[src/rtl/modbus_frame_timer_if.sv]
// Signal bundle between the UART receiver, the RTU silence timer and the
// frame parser / transmitter. The master side drives the receiver events
// and the enable; the slave side (the timer) drives the frame qualifiers.
interface modbus_frame_timer_if;
   logic enable;
   logic rx_done;
   logic rx_state;
   logic frame_start;
   logic char_gap;
   logic frame_end;
   logic frame_bad;
   logic line_idle;

   modport master (
      output enable, rx_done, rx_state,
      input  frame_start, char_gap, frame_end, frame_bad, line_idle
   );

   modport slave (
      input  enable, rx_done, rx_state,
      output frame_start, char_gap, frame_end, frame_bad, line_idle
   );
endinterface

[src/rtl/modbus_frame_timer.sv]
// Modbus RTU silence timer. Counts idle clock cycles between received
// characters and flags the 1.5-character (inside a frame) and
// 3.5-character (end of frame / line idle) limits. Above 19200 baud the
// fixed 750 us / 1750 us limits are used instead of character multiples.
module modbus_frame_timer #(
   parameter int CLK_FREQ  = 50000000,
   parameter int BAUD_RATE = 9600,
   parameter int CHAR_BITS = 11,
   parameter int CNT_W     = 24
) (
   input logic                 clk_in,
   input logic                 rst_in,
   modbus_frame_timer_if.slave bus
);

   localparam longint unsigned TICKS_PER_BIT = longint'(CLK_FREQ) / longint'(BAUD_RATE);
   localparam longint unsigned TICKS_PER_MS  = longint'(CLK_FREQ) / 64'd1000;

   localparam longint unsigned T15_L = (BAUD_RATE <= 19200) ?
                                       TICKS_PER_BIT * longint'(CHAR_BITS) * 64'd15 / 64'd10 :
                                       TICKS_PER_MS * 64'd750 / 64'd1000;
   localparam longint unsigned T35_L = (BAUD_RATE <= 19200) ?
                                       TICKS_PER_BIT * longint'(CHAR_BITS) * 64'd35 / 64'd10 :
                                       TICKS_PER_MS * 64'd1750 / 64'd1000;
   localparam longint unsigned CNT_LIMIT = 64'd1 << CNT_W;

   // Thresholds must be ordered and representable in the silence counter.
   if (!(T15_L > 0 && T15_L < T35_L && T35_L < CNT_LIMIT)) begin : g_bad_thresholds
      $error("modbus_frame_timer: thresholds out of range (T15=%0d T35=%0d CNT_W=%0d)",
             T15_L, T35_L, CNT_W);
   end

   localparam logic [CNT_W-1:0] T15_TICKS = T15_L[CNT_W-1:0];
   localparam logic [CNT_W-1:0] T35_TICKS = T35_L[CNT_W-1:0];

   typedef enum logic [1:0] {
      S_INIT   = 2'd0,
      S_IDLE   = 2'd1,
      S_ACTIVE = 2'd2,
      S_T15    = 2'd3
   } state_t;

   state_t           state_reg, state_next;
   logic [CNT_W-1:0] cnt_reg, cnt_next, cnt_inc;
   logic             err_reg, err_next;
   logic             frame_start_reg, frame_start_next;
   logic             char_gap_reg, char_gap_next;
   logic             frame_end_reg, frame_end_next;
   logic             frame_bad_reg, frame_bad_next;
   logic             line_idle_reg, line_idle_next;
   logic             activity;

   // State, silence counter, sticky gap error and all registered outputs.
   always_ff @(posedge clk_in or posedge rst_in) begin
      if (rst_in) begin
         state_reg       <= S_INIT;
         cnt_reg         <= '0;
         err_reg         <= 1'b0;
         frame_start_reg <= 1'b0;
         char_gap_reg    <= 1'b0;
         frame_end_reg   <= 1'b0;
         frame_bad_reg   <= 1'b0;
         line_idle_reg   <= 1'b0;
      end else begin
         state_reg       <= state_next;
         cnt_reg         <= cnt_next;
         err_reg         <= err_next;
         frame_start_reg <= frame_start_next;
         char_gap_reg    <= char_gap_next;
         frame_end_reg   <= frame_end_next;
         frame_bad_reg   <= frame_bad_next;
         line_idle_reg   <= line_idle_next;
      end
   end

   // Next-state, counter and pulse generation. A threshold is taken on the
   // edge where the counter would reach it, so the pulse appears in the
   // cycle after that edge; any receiver activity on that edge wins.
   always_comb begin
      state_next       = state_reg;
      err_next         = err_reg;
      frame_start_next = 1'b0;
      char_gap_next    = 1'b0;
      frame_end_next   = 1'b0;
      frame_bad_next   = 1'b0;
      activity         = bus.rx_done | bus.rx_state;
      // Saturating increment keeps the counter from ever wrapping.
      cnt_inc          = (cnt_reg == '1) ? cnt_reg : cnt_reg + CNT_W'(1);
      cnt_next         = activity ? '0 : cnt_inc;

      case (state_reg)
         S_INIT: begin
            if (!activity && cnt_inc == T35_TICKS) begin
               state_next = S_IDLE;
               cnt_next   = '0;
            end
         end
         S_IDLE: begin
            cnt_next = '0;
            if (bus.rx_done) begin
               state_next       = S_ACTIVE;
               frame_start_next = 1'b1;
            end
         end
         S_ACTIVE: begin
            if (!activity && cnt_inc == T15_TICKS) begin
               state_next    = S_T15;
               char_gap_next = 1'b1;
            end
         end
         S_T15: begin
            if (bus.rx_done) begin
               // A character after a 1.5-char gap spoils the frame.
               state_next = S_ACTIVE;
               err_next   = 1'b1;
            end else if (!bus.rx_state && cnt_inc == T35_TICKS) begin
               state_next     = S_IDLE;
               cnt_next       = '0;
               frame_end_next = 1'b1;
               frame_bad_next = err_reg;
               err_next       = 1'b0;
            end
         end
         default: begin
            state_next = S_INIT;
            cnt_next   = '0;
         end
      endcase

      // Disable forces a fresh start and silences every output.
      if (!bus.enable) begin
         state_next       = S_INIT;
         cnt_next         = '0;
         err_next         = 1'b0;
         frame_start_next = 1'b0;
         char_gap_next    = 1'b0;
         frame_end_next   = 1'b0;
         frame_bad_next   = 1'b0;
      end

      line_idle_next = (state_next == S_IDLE);
   end

   assign bus.frame_start = frame_start_reg;
   assign bus.char_gap    = char_gap_reg;
   assign bus.frame_end   = frame_end_reg;
   assign bus.frame_bad   = frame_bad_reg;
   assign bus.line_idle   = line_idle_reg;

endmodule

[src/flat_wrapper.sv]
// flat-port wrapper written by rule: the top's interface ports become plain ports
module modbus_frame_timer_flat 
#(
   parameter int CLK_FREQ  = 50000000,
   parameter int BAUD_RATE = 9600,
   parameter int CHAR_BITS = 11,
   parameter int CNT_W     = 24
)
  (clk_in, rst_in, bus_enable, bus_rx_done, bus_rx_state, bus_frame_start, bus_char_gap, bus_frame_end, bus_frame_bad, bus_line_idle);
  modbus_frame_timer_if bus_i ();
  input logic clk_in;
  input logic rst_in;
  input wire logic [$bits(bus_i.enable)-1:0] bus_enable;
  input wire logic [$bits(bus_i.rx_done)-1:0] bus_rx_done;
  input wire logic [$bits(bus_i.rx_state)-1:0] bus_rx_state;
  output wire logic [$bits(bus_i.frame_start)-1:0] bus_frame_start;
  output wire logic [$bits(bus_i.char_gap)-1:0] bus_char_gap;
  output wire logic [$bits(bus_i.frame_end)-1:0] bus_frame_end;
  output wire logic [$bits(bus_i.frame_bad)-1:0] bus_frame_bad;
  output wire logic [$bits(bus_i.line_idle)-1:0] bus_line_idle;
  assign bus_i.enable = bus_enable;
  assign bus_i.rx_done = bus_rx_done;
  assign bus_i.rx_state = bus_rx_state;
  assign bus_frame_start = bus_i.frame_start;
  assign bus_char_gap = bus_i.char_gap;
  assign bus_frame_end = bus_i.frame_end;
  assign bus_frame_bad = bus_i.frame_bad;
  assign bus_line_idle = bus_i.line_idle;
  modbus_frame_timer #(.CLK_FREQ(CLK_FREQ), .BAUD_RATE(BAUD_RATE), .CHAR_BITS(CHAR_BITS), .CNT_W(CNT_W)) u_core (.clk_in(clk_in), .rst_in(rst_in), .bus(bus_i));
endmodule
[config.mk]
export PLATFORM = sky130hd
export DESIGN_NAME = modbus_frame_timer_flat
export DESIGN_NICKNAME = d
export VERILOG_FILES = /design/src/rtl/modbus_frame_timer_if.sv /design/src/rtl/modbus_frame_timer.sv /design/src/flat_wrapper.sv
export SDC_FILE = /design/constraint.sdc
export NUM_CORES = 1
export LEC_CHECK = 0
export ABC_AREA = 1
export BUFFER_PORTS_ARGS = -buffer_cell sky130_fd_sc_hd__buf_2
export CAP_MARGIN = 0
export CORE_MARGIN = 5
export CORE_UTILIZATION = 30
export DETAILED_ROUTE_END_ITERATION = 16
export SKIP_CTS_REPAIR_TIMING = 1
export SYNTH_ARGS = -nofsm -noshare
export SYNTH_HDL_FRONTEND = slang
export SYNTH_SLANG_ARGS = --single-unit
[constraint.sdc]
create_clock -name clk_in -period 6.8 [get_ports clk_in]
set_input_delay 1.02 -clock clk_in [delete_from_list [all_inputs] [get_ports clk_in]]
set_output_delay 1.02 -clock clk_in [all_outputs]
set_load 0.03 [all_outputs]
# Word-level counts from Yosys, hierarchy flattened
# Cells that the tools add are included.
# Widths: inputs -> output; s select.
[classes]
n_div = 0
n_lt_le_gt_ge = 0
mux = 32
n_reduce_logical = 7
mul = 0
n_bitwise = 1
add_sub_neg = 1
eq_ne = 9
shift = 0
[op_table]
columns = ["op", "n"]
rows = [
  ["$mux 24", 6],
  ["$pmux 24 s3", 1],
  ["$add 24x1->24 const B", 1],
  ["$eq 24x17->1 const B", 1],
  ["$eq 24x18->1 const B", 1],
  ["$eq 24x24->1 const B", 1],
  ["$mux 1", 18],
  ["$mux 2", 6],
  ["$pmux 2 s4", 1],
  ["$eq 2x1->1 const B", 2],
  ["$eq 2x2->1 const B", 2],
  ["$logic_and 1x1->1", 3],
  ["$ne 3x1->1 const B", 1],
  ["$logic_not 1->1", 2],
  ["$logic_not 2->1", 1],
  ["$ne 2x1->1 const B", 1],
  ["$reduce_and 2->1", 1],
  ["$or 1x1->1", 1],
]
[totals]
in_bits = 5
n_memories = 0
latch_bits = 0
out_inout_bits = 5
ramBits = 0
rom_bits = 0
reg_bits = 32
wordCells = 58

# Longest topological paths before layout
[depth]
ltp_word = 9
ltp_mapped = 17

# Least setup slack after synthesis
# Ideal clock, no wire load.
[synth_timing]
kind = "register to register"
start = "register u_core.cnt_reg[0]"
end = "register u_core.cnt_reg[4]"
arrival_ns = 2.037
stages_incl_launch_ff = 17
setup_slack_ns = 4.640
setup_ns = 0.123
t_required_ns = 6.677
path_cell_list = "dfrtp_1 -> ha_1 -> inv_2 -> nor2_4 -> nand2_4 -> nor2_4 -> nand2_4 -> buf_6 -> nand2_1 -> nand3_1 -> nor2_1 -> nand2_1 -> nor2_2 -> nand4_2 -> nand3_4 -> buf_12 -> nor2_2"
[synth_between]
elab_chain_cells = 8
[synth_rtl]
columns = ["item", "line_no", "source"]
rows = [
  ["from (decl)", "modbus_frame_timer.sv:44", "logic [CNT_W-1:0] cnt_reg, cnt_next, cnt_inc;"],
  ["from (signal assigned)", "modbus_frame_timer.sv:66", "cnt_reg <= cnt_next;"],
  ["$add 24x1->24 or $eq 24x24->1 (tied branches)", "modbus_frame_timer.sv:88", "cnt_inc = (cnt_reg == '1) ? cnt_reg : cnt_reg + CNT_W'(1);"],
  ["$mux 24 *", "modbus_frame_timer.sv:88", ""],
  ["$eq 24x18->1", "modbus_frame_timer.sv:93, modbus_frame_timer.sv:116", ""],
  ["$logic_and 1x1->1", "modbus_frame_timer.sv:116", "end else if (!bus.rx_state && cnt_inc == T35_TICKS) begin"],
  ["$mux 24", "modbus_frame_timer.sv:116", ""],
  ["$mux 24", "modbus_frame_timer.sv:112", "if (bus.rx_done) begin"],
  ["$pmux 24 s3 *", "modbus_frame_timer.sv:91", "case (state_reg)"],
  ["$mux 24 *", "modbus_frame_timer.sv:131", "if (!bus.enable) begin"],
  ["net u_core.cnt_next[4]", "modbus_frame_timer.sv:44", ""],
]
# The timed path passes the listed nets; every way through them passes the cells marked *.
# A chain may end at the register's enable or synchronous reset.

# Worst setup path after layout
[layout_timing]
start = "register u_core.cnt_reg[0]"
end = "register u_core.cnt_reg[18]"
# Same word-level chain as after synthesis.

==> results.toml <==
[run_status]
outcome = "finished, final reports clean"

[sta]
clock-skew-final_ns = 0.00246
min_period_ns = 2.75
setup_tns_ns = 0
grt_setup_unrepaired = "no"
finalHoldWorstSlack_ns = 0.468
timing.final.crit_share_pct = 40.4
worst_pin_slew_ns = 0.431
highest_clock_rate_mhz = 364
slew-limit-headroom_pct = 71.2
finalSetupViolations = 0
final_hold_viol_count = 0
final-max-slew-violation-count = 0

[place]
place.gp.congestion = 0.854
port_buffers = 9
detailed_place.area_sq_mm = 0.00249
detailed_place_hpwl_um = 4640
placed_cell_count = 476

[final_layout]
insertedDiodeCount = 0
largest_register_ffs = 24
flow.area_growth_from_synthesis_pct = 10.0
fin_nets = 387
final_layout_size_suffix_gt1_share_pct = 11.8
postLayoutCellArea_sq_mm = 0.00259
instances_no_fill = 484
postLayoutCoreUtil_pct = 33.8

[power]
internal_power_mw = 0.302
p_per_area_mw_per_mm2 = 150
power.ir.vdd_worst_mv = 0.0683
power_switching_mw = 0.0865
power.clock.fraction_pct = 47.5
power_frac_seq_pct = 49.1
total_leakage_power_nw = 1.14
power.share.combinational_pct = 3.4
sw_frac_of_total_pct = 22.2

[synthesis]
ys_dominant_reg_cell = "sky130_fd_sc_hd__dfrtp_1"
synth_top_cells_by_area = "sky130_fd_sc_hd__dfrtp_1 34%, sky130_fd_sc_hd__nand2_1 17%, sky130_fd_sc_hd__nor2_1 12%"
synthDistinctLibCells = 27
synthCells = 369
netlist.area_leader.share_pct = 34.0
synthMostInstantiatedCell = "sky130_fd_sc_hd__nand2_1"
synthesis.nets = 375
synth_top_area_cell = "sky130_fd_sc_hd__dfrtp_1"
syn_area_per_cell_sq_um = 6.39
synth.ff_latch_count = 32
synthArstFlopShare_pct = 100
synth-warning-count = 0
seq_area_frac_synth_pct = 34.0
number_of_enable_type_register_cells_in_the_synthesized_netlist = 0
synth_area_sq_mm = 0.00236
synth_commonest_cells = "109 x sky130_fd_sc_hd__nand2_1, 74 x sky130_fd_sc_hd__nor2_1, 46 x sky130_fd_sc_hd__inv_1"

[global_routing]
grt.total_usage_pct = 12.8
first_global_vias = 2180
grt_first_pass_wirelength_um = 10200
antenna_found_initial = 0
grt_max_degree = 33
global_route.overflow_total = 0

[clocking]
clkTransAtPathRegs_ns = 0.07
cts_made_buffers = 5
buffer_type_at_the_clock_tree_root = "sky130_fd_sc_hd__clkbuf_8"
cts_sinks = 32
ctsLongestPathBuffers = 2
tritoncts = "built"
cts.htree.levels = 2
clk-insertion-delay-late_ns = 0.29

[floorplan]
initial_core_util_pct = 30.7
core_box_area_sq_mm = 0.00769
io_pins = 10
design.die.area_sq_mm = 0.00973
die_height_um = 98.7
die-width_um = 98.7
cell_row_count = 32

[setup_path]
critical_path_type = "register to register"
endpoint_kind = "register"
critPathRequiredTime_ns = 6.96
worst-path-max-fanout = 25
crit_arrival_ns = 2.91
timing.critical_path.from_type = "register"

[drt]
firstDrtPassIters = 4
route.vias.total = 2237
detail_route.vias_per_cell = 4.62
postRouteAntennaNets = 0
routed_wire_length_per_instance_um = 12.5
wl_um = 6030
route.detailed.drc = 0
drtIter0Drc = 191

[hold_path]
hp-class = "register to register"

[job]
max_cap_violations = 0
[worst max-delay path, cell delays in order, from the launching register on]
cell                      delay [ns]
sky130_fd_sc_hd__dfrtp_1        0.40
sky130_fd_sc_hd__ha_1           0.32
sky130_fd_sc_hd__inv_2          0.07
sky130_fd_sc_hd__nor2_4         0.15
sky130_fd_sc_hd__nand2_4        0.09
sky130_fd_sc_hd__nor2_4         0.17
sky130_fd_sc_hd__nand2_4        0.20
sky130_fd_sc_hd__nand2_1        0.23
sky130_fd_sc_hd__nand2_1        0.08
sky130_fd_sc_hd__nor2_1         0.11
sky130_fd_sc_hd__nand2_1        0.07
sky130_fd_sc_hd__nor2_2         0.19
sky130_fd_sc_hd__nand4_2        0.15
sky130_fd_sc_hd__nand3_4        0.28
sky130_fd_sc_hd__nor2_1         0.09
[kinds of logic (layout without fill, tap and decap cells)]
| group | count (synthesis) | in the layout | synth area share, % |
|---|---|---|---|
| and+or+nand+nor | 264 | 264 | 50.5 |
| buffers and inverters | 54 | 67 | 9.97 |
| DFF | 32 | 32 | 34.0 |
| AOI/OAI and AO/OA | 14 | 14 | 3.61 |
| xor gates and xnor gates | 4 | 4 | 1.49 |
| adders and majority gates | 1 | 1 | 0.530 |
[worst paths after layout]
kind | start | slack (ns) | endpoint | cells past startpoint
worst max-delay path | u_core.cnt_reg[0] | 4.05 | u_core.cnt_reg[18] | 14
worst min-delay path | u_core.err_reg | 0.47 | u_core.err_reg | 2
worst max register to register | u_core.cnt_reg[0] | 4.05 | u_core.cnt_reg[18] | 14
worst min register to register | u_core.err_reg | 0.47 | u_core.err_reg | 2
max in group asynchronous | rst_in | 5.68 | u_core.cnt_reg[20] | 3
min in group asynchronous | rst_in | 0.82 | u_core.state_reg[0] | 3
[per-stage QoR]
stage | worst slack (ns) | power [mW]
after floorplan | 4.64 | 0.205
after global placement | 4.08 | 0.209
after detailed placement | 4.04 | 0.209
final | 4.05 | 0.389
after global routing | 3.77 | 0.403
after CTS | 4.02 | 0.392
[power by group through the flow]
stage	Combinational (mW)	Clock, mW	Sequential (mW)
2_1_floorplan	0.0103	0	0.195
3_3_place_gp	0.0139	0	0.195
3_5_place_dp	0.0140	0	0.195
4_1_cts	0.0139	0.187	0.191
5_1_grt	0.0156	0.197	0.191
6_report	0.0133	0.185	0.191
[per-layer routing]
| metal | global-route usage (%) | routed length (um) | vias to the layer above |
|---|---|---|---|
| met1 | 17.4 | 2840 | 1019 |
| li1 | - | - | 1167 |
| met4 | 2.21 | 38 | 0 |
| met2 | 21.6 | 2860 | 45 |
| met5 | 0 | 0 | - |
| met3 | 2.55 | 295 | 6 |
[layout make-up]
type,count,area (sq um)
Fill cell,871,5090
Multi-Input combinational cell,283,1320
Sequential cell,32,801
Inverter,49,184
Tap cell,102,128
Clock buffer,6,72.6
Timing Repair Buffer,10,52.6
Clock inverter,2,35.0
[cell usage in the layout, fill, tap and decap left out, types with 3 or more instances in the layout]
| master | Yosys | layout |
|---|---|---|
| sky130_fd_sc_hd__o21bai_1 | 4 | 4 |
| sky130_fd_sc_hd__dfrtp_1 | 32 | 32 |
| sky130_fd_sc_hd__clkbuf_8 | 0 | 5 |
| sky130_fd_sc_hd__xor2_1 | 4 | 4 |
| sky130_fd_sc_hd__a21oi_1 | 5 | 5 |
| sky130_fd_sc_hd__nor2_2 | 15 | 15 |
| sky130_fd_sc_hd__o21ai_0 | 3 | 3 |
| sky130_fd_sc_hd__nand2_2 | 3 | 3 |
| sky130_fd_sc_hd__nor2_4 | 4 | 4 |
| sky130_fd_sc_hd__nand2_1 | 109 | 109 |
| sky130_fd_sc_hd__nand4_1 | 10 | 10 |
| sky130_fd_sc_hd__buf_2 | 1 | 9 |
| sky130_fd_sc_hd__nor2_1 | 74 | 74 |
| sky130_fd_sc_hd__nor3_1 | 3 | 3 |
| sky130_fd_sc_hd__inv_1 | 46 | 46 |
| sky130_fd_sc_hd__nand3_1 | 40 | 40 |
(Power assumes the default switching activity.)
